==> config.mk <==
export PLATFORM = sky130hd
export DESIGN_NAME = fir_tdm
export DESIGN_NICKNAME = d
export VERILOG_FILES = /design/src/rtl/fir_tdm_pkg.sv /design/src/rtl/fir_mac_unit.sv /design/src/rtl/fir_tdm.sv
export SDC_FILE = /design/constraint.sdc
export NUM_CORES = 2
export LEC_CHECK = 0
export BUFFER_PORTS_ARGS = -buffer_cell sky130_fd_sc_hd__buf_2
export CAP_MARGIN = 30
export CORE_MARGIN = 2
export CORE_UTILIZATION = 37
export CTS_CLUSTER_DIAMETER = 40
export DETAILED_ROUTE_END_ITERATION = 12
export PLACE_DENSITY_LB_ADDON = 0.08
export SLEW_MARGIN = 25
export SYNTH_ARGS = -nofsm -noshare
export SYNTH_HDL_FRONTEND = slang
export SYNTH_SLANG_ARGS = --single-unit
==> constraint.sdc <==
create_clock -name clk -period 9.6 [get_ports clk]
set_input_delay 0.48 -clock clk [delete_from_list [all_inputs] [get_ports clk]]
set_output_delay 0.48 -clock clk [all_outputs]
set_load 0.01 [all_outputs]
==> src/rtl/fir_tdm_pkg.sv <==
// Shared FSM encoding plus width and rounding helpers for the fir_tdm filter.
package fir_tdm_pkg;

   typedef enum logic [1:0] {ST_IDLE, ST_MAC, ST_DRAIN, ST_OUT} state_t;

   function automatic int fir_acc_width(input int data_w, input int coeff_w, input int n_taps);
      return data_w + coeff_w + $clog2(n_taps);
   endfunction

   function automatic int fir_ch_width(input int n_ch);
      return (n_ch > 1) ? $clog2(n_ch) : 1;
   endfunction

   // Half an output LSB, added before the shift so the result rounds half up.
   function automatic longint fir_round_const(input int shift);
      return (shift > 0) ? (longint'(1) <<< (shift - 1)) : longint'(0);
   endfunction

endpackage

==> src/rtl/fir_mac_unit.sv <==
// Registered signed multiplier feeding an accumulator; clr zeroes both stages,
// en advances the pipeline (product of this cycle lands in acc one cycle later).
module fir_mac_unit
   import fir_tdm_pkg::*;
#(
   parameter int A_WIDTH   = 16,
   parameter int B_WIDTH   = 16,
   parameter int ACC_WIDTH = 36
) (
   input  logic                 clk,
   input  logic                 rst_n,
   input  logic                 clr,
   input  logic                 en,
   input  logic [A_WIDTH-1:0]   a,
   input  logic [B_WIDTH-1:0]   b,
   output logic [ACC_WIDTH-1:0] acc
);

   logic signed [A_WIDTH+B_WIDTH-1:0] prod;
   logic signed [ACC_WIDTH-1:0]       acc_r;

   always_ff @(posedge clk or negedge rst_n) begin
      if (!rst_n) begin
         prod  <= '0;
         acc_r <= '0;
      end else if (clr) begin
         prod  <= '0;
         acc_r <= '0;
      end else if (en) begin
         prod  <= $signed(a) * $signed(b);
         acc_r <= acc_r + {{(ACC_WIDTH-A_WIDTH-B_WIDTH){prod[A_WIDTH+B_WIDTH-1]}}, prod};
      end
   end

   assign acc = acc_r;

endmodule

==> src/rtl/fir_tdm.sv <==
// Time-multiplexed multi-channel FIR: one shared MAC, per-channel circular delay lines,
// output valid N_TAPS+2 edges counting the accepting edge; define FIR_TDM_SAT_EN to clamp output.
module fir_tdm
   import fir_tdm_pkg::*;
#(
   parameter int DATA_WIDTH  = 16,
   parameter int COEFF_WIDTH = 16,
   parameter int N_TAPS      = 16,
   parameter int N_CH        = 4,
   parameter int OUT_SHIFT   = 15
) (
   input  logic                           clk,
   input  logic                           rst_n,
   input  logic                           in_valid,
   output logic                           in_ready,
   input  logic [fir_ch_width(N_CH)-1:0]  in_ch,
   input  logic [DATA_WIDTH-1:0]          in_data,
   input  logic                           coef_we,
   input  logic [$clog2(N_TAPS)-1:0]      coef_addr,
   input  logic [COEFF_WIDTH-1:0]         coef_data,
   output logic                           out_valid,
   input  logic                           out_ready,
   output logic [fir_ch_width(N_CH)-1:0]  out_ch,
   output logic [DATA_WIDTH-1:0]          out_data
);

   localparam int CHW       = fir_ch_width(N_CH);
   localparam int AW        = $clog2(N_TAPS);
   localparam int ACC_WIDTH = fir_acc_width(DATA_WIDTH, COEFF_WIDTH, N_TAPS);
   localparam logic signed [ACC_WIDTH-1:0] RND = ACC_WIDTH'(fir_round_const(OUT_SHIFT));

   state_t                 state_q, state_d;
   logic [AW-1:0]          tap_q, newest_q, rd_idx;
   logic [CHW-1:0]         ch_q;
   logic [DATA_WIDTH-1:0]  dline [N_CH][N_TAPS];
   logic [AW-1:0]          wptr  [N_CH];
   logic [COEFF_WIDTH-1:0] coef  [N_TAPS];
   logic                   ch_ok, start, mac_en;
   logic [ACC_WIDTH-1:0]   acc;
   logic signed [ACC_WIDTH-1:0] rnd_sum, shifted;

   generate
      if (N_CH == (1 << CHW)) begin : g_ch_full
         assign ch_ok = 1'b1;
      end else begin : g_ch_part
         assign ch_ok = (in_ch < CHW'(N_CH));
      end
   endgenerate

   always_comb begin
      state_d   = state_q;
      in_ready  = 1'b0;
      out_valid = 1'b0;
      start     = 1'b0;
      mac_en    = 1'b0;
      case (state_q)
         ST_IDLE: begin
            in_ready = 1'b1;
            // Samples for nonexistent channels are consumed without starting a computation.
            if (in_valid && ch_ok) begin
               start   = 1'b1;
               state_d = ST_MAC;
            end
         end
         ST_MAC: begin
            mac_en = 1'b1;
            if (tap_q == AW'(N_TAPS - 1)) state_d = ST_DRAIN;
         end
         ST_DRAIN: begin
            mac_en  = 1'b1;
            state_d = ST_OUT;
         end
         ST_OUT: begin
            out_valid = 1'b1;
            if (out_ready) state_d = ST_IDLE;
         end
         default: state_d = ST_IDLE;
      endcase
   end

   always_ff @(posedge clk or negedge rst_n) begin
      if (!rst_n) begin
         state_q  <= ST_IDLE;
         tap_q    <= '0;
         newest_q <= '0;
         ch_q     <= '0;
      end else begin
         state_q <= state_d;
         if (start) begin
            tap_q    <= '0;
            newest_q <= wptr[in_ch];
            ch_q     <= in_ch;
         end else if (state_q == ST_MAC) begin
            tap_q <= (tap_q == AW'(N_TAPS - 1)) ? '0 : tap_q + AW'(1);
         end
      end
   end

   always_ff @(posedge clk or negedge rst_n) begin
      if (!rst_n) begin
         for (int c = 0; c < N_CH; c++) begin
            wptr[c] <= '0;
            for (int t = 0; t < N_TAPS; t++) dline[c][t] <= '0;
         end
         for (int t = 0; t < N_TAPS; t++) coef[t] <= '0;
      end else begin
         if (start) begin
            dline[in_ch][wptr[in_ch]] <= in_data;
            wptr[in_ch] <= (wptr[in_ch] == AW'(N_TAPS - 1)) ? '0 : wptr[in_ch] + AW'(1);
         end
         if (state_q == ST_IDLE && coef_we) coef[coef_addr] <= coef_data;
      end
   end

   // Tap k reads the sample k positions older than the newest one, wrapping the ring.
   assign rd_idx = (newest_q >= tap_q) ? (newest_q - tap_q)
                                       : (AW'(N_TAPS) + newest_q - tap_q);

   fir_mac_unit #(
      .A_WIDTH  (DATA_WIDTH),
      .B_WIDTH  (COEFF_WIDTH),
      .ACC_WIDTH(ACC_WIDTH)
   ) u_mac (
      .clk  (clk),
      .rst_n(rst_n),
      .clr  (start),
      .en   (mac_en),
      .a    (dline[ch_q][rd_idx]),
      .b    (coef[tap_q]),
      .acc  (acc)
   );

   assign rnd_sum = $signed(acc) + RND;
   assign shifted = rnd_sum >>> OUT_SHIFT;
   assign out_ch  = ch_q;

`ifdef FIR_TDM_SAT_EN
   localparam logic signed [ACC_WIDTH-1:0] SAT_MAX =
      {{(ACC_WIDTH-DATA_WIDTH+1){1'b0}}, {(DATA_WIDTH-1){1'b1}}};
   localparam logic signed [ACC_WIDTH-1:0] SAT_MIN = ~SAT_MAX;

   always_comb begin
      out_data = DATA_WIDTH'(shifted);
      if (shifted > SAT_MAX)      out_data = DATA_WIDTH'(SAT_MAX);
      else if (shifted < SAT_MIN) out_data = DATA_WIDTH'(SAT_MIN);
   end
`else
   assign out_data = DATA_WIDTH'(shifted);
`endif

endmodule

==> results.py <==
metrics = {
    "die": {
        "die_h_um": 449,
        "die_area_um2": 201000,
        "initial_utilization": 0.371,
        "placementRows": 163,
        "die_w_um": 449,
        "ios": 63,
        "core_area_um2": 197000,
    },
    "power_and_ir_drop": {
        "leakage_nw": 41.5,
        "power_density_nw_per_um2": 336,
        "ir_worst_vdd_v": 0.000286,
    },
    "global_route": {
        "grt_pass1_vias": 46800,
        "grt-ovfl-total": 0,
        "grt_max_degree": 139,
        "grt_pass1_wl_mm": 311,
        "grt_use_total": 0.205,
        "antenna_found_initial": 7,
    },
    "worst_hold_path": {
        "hold_path_class": "primary input to flop",
    },
    "route": {
        "ant_nets": 0,
        "drc": 0,
        "first_pass_iters": 5,
        "routedWlPerCell_um": 24.8,
        "drt_iter0_drc": 2260,
        "wl_mm": 203,
        "vias": 43200,
        "viasPerCell": 5.25,
    },
    "layout": {
        "final_nets": 5802,
        "area_growth_pct": 18.7,
        "drive_gt1_frac": 0.443,
        "stdcell_count": 8220,
    },
    "yosys": {
        "yosys.area.top_type_share": 0.468,
        "syn_avg_cell_area_um2": 14.1,
        "synth_common_cells": "1370 x dfrtp_1, 1294 x mux2_2, 390 x mux4_2, 303 x inv_1, 258 x fa_1",
        "syn_nets": 5629,
        "ys_seq_elements": 1370,
        "synth_most_common_cell": "dfrtp_1",
        "post_synth_num_cell_types": 66,
        "synth_cells": 5205,
        "synth_async_sr_flop_share": 1.00,
        "synth-edff-count": 0,
        "synthFlopType": "dfrtp_1",
        "yosysSeqAreaShare": 0.468,
        "yosys_warnings": 0,
        "ys_top_cells_by_area": "dfrtp_1 47%, mux2_2 20%, mux4_2 12%",
        "synth_area_um2": 73200,
        "synth_top_area_cell": "dfrtp_1",
    },
    "sta": {
        "fmax_mhz": 109,
        "timing.final.crit_share": 0.957,
        "hold_viol": 0,
        "setup_viol": 0,
        "tightest_slew_ns": 0.930,
        "fin_crit_ns": 9.19,
        "slew_viol_final": 0,
        "finClkSkew_ns": 0.0576,
        "tns_ns": 0,
        "rsz0062_at_grt": "false",
        "relSlewSlack": 0.376,
    },
    "worst_setup_path": {
        "cp_common_cell": "inv_1",
        "worstPathRequired_ns": 10.33,
        "slowest_delay_ns": 0.91,
        "crit_fanout": 18,
        "cpMaxStageDelayCell": "fa_4",
        "crit_family": "adder cells",
        "start_kind": "flop",
        "critPathArrivalTime_ns": 9.92,
        "cp-end-kind": "flop",
        "worstSetupPathType": "flop to flop",
        "worstPathBufferInverterCount": 8,
    },
    "status": {
        "status": "finished clean",
    },
    "clock_tree": {
        "post_cts_buffers": 0,
        "clock_latency_ns": 0.91,
        "cts-buffers-inserted": 278,
        "cts.clk_slew.worst_paths_ns": 0.05,
        "clock_sinks": 1370,
        "cts_tree": "yes",
        "clockBufferDepth": 4,
        "htree_levels": 5,
        "cts_root_buffer": "clkbuf_16",
    },
    "placed_design": {
        "gp_congestion": 0.810,
        "port_buffers": 62,
        "dp.cells": 7721,
        "hpwl_mm": 124,
    },
    "job": {
        "drv_cap": 0,
    },
}
==> routing by layer <==
layer,global-route usage,wire length (um),vias to the layer above
met4,0.0540,4400,4
met2,0.315,92800,737
met3,0.0372,8160,279
li1,-,-,18900
met1,0.298,98100,23300
met5,0,21,-
==> state kept, by name (all words and copies together), names as in the netlist <==
| signal | flops |
|---|---|
| out_ch | 2 |
| coef | 256 |
| u_mac.prod | 31 |
| newest_q | 4 |
| dline | 1024 |
| u_mac.acc | 31 |
| wptr | 16 |
| state_q | 2 |
| tap_q | 4 |
==> power by group <==
part           leakage [nW]  internal [mW]  total [mW]  switching [mW]
sequential             18.7           6.90        7.51           0.606
combinational          18.2           5.13        11.8            6.67
clock                  4.61           6.67        9.84            3.17
==> area by class of cell <==
class,instances,area (um^2)
Sequential cell,1370,34300
Antenna cell,6,15.0
Clock inverter,135,1850
Tap cell,2640,3300
Multi-Input combinational cell,3144,36300
Inverter,304,1140
Clock buffer,341,7640
Timing Repair Buffer,280,2350
Fill cell,17900,110000
==> metrics by stage <==
step | hold WS, ns | area, um^2 | setup WS [ns] | util | power [mW]
final | 0.0710 | 86800 | 0.414 | 0.441 | 29.2
after CTS | 0.00245 | 86800 | 0.389 | 0.440 | 29.6
after detailed placement | 0.467 | 77100 | 0.427 | 0.391 | 19.5
after global placement | 0.457 | 77000 | 0.432 | 0.391 | 19.4
after global routing | 0.0502 | 86800 | 0.0150 | 0.441 | 31.2
after floorplan | 0.184 | 73200 | 0.965 | - | 15.7
==> path summary, 6_finish.rpt <==
path / from / to / slack (ns) / depth (start not counted)
worst max-delay path: newest_q[0] / u_mac.prod[29] / 0.41 / 29
worst min-delay path: coef_data[5] / coef[181] / 0.07 / 2
worst max register to register: newest_q[0] / u_mac.prod[29] / 0.41 / 29
worst min register to register: wptr[12] / wptr[12] / 0.47 / 2
max in group asynchronous: rst_n / dline[167] / 7.19 / 4
min in group asynchronous: rst_n / coef[30] / 0.18 / 2
==> cell usage in the layout (no fill, tap or decap), drive strengths merged, types with 10 or more instances in the layout <==
master,Yosys,final
o21a,12,12
ha,123,123
fa,258,258
a211oi,14,14
nand2b,69,69
a21o,23,23
buf,152,266
mux4,390,390
a21oi,72,72
clkinv,0,57
dlygate4sd3,0,14
nor2,233,233
mux2i,56,56
and3,12,12
dfrtp,1370,1370
o21ai,67,67
mux2,1294,1294
nor3,17,17
clkbuf,235,341
inv,304,317
clkinvlp,0,26
or2,13,13
nand3,34,34
and2,22,22
nand2,234,234
bufinv,0,39
xnor2,53,53
nor2b,45,45
xor2,21,21
a22oi,10,10
==> cells by family after synthesis <==
group	Yosys count	synth area share
muxes	1740	0.327
DFF	1370	0.468
xor gates and xnor gates	74	0.00886
buffers and inverters	691	0.0393
and+or+nand+nor	708	0.0440
adders and majority gates	381	0.0916
AOI/OAI and AO/OA	241	0.0209
==> timing repair <==
action                                  in CTS  in global routing
hold buffers                                14                  0
endpoints found under the hold margin      233                  0
endpoints found under the setup margin       0                  1
gates resized for setup                      0                  1
Note: power is estimated with default switching activity, not from simulation.
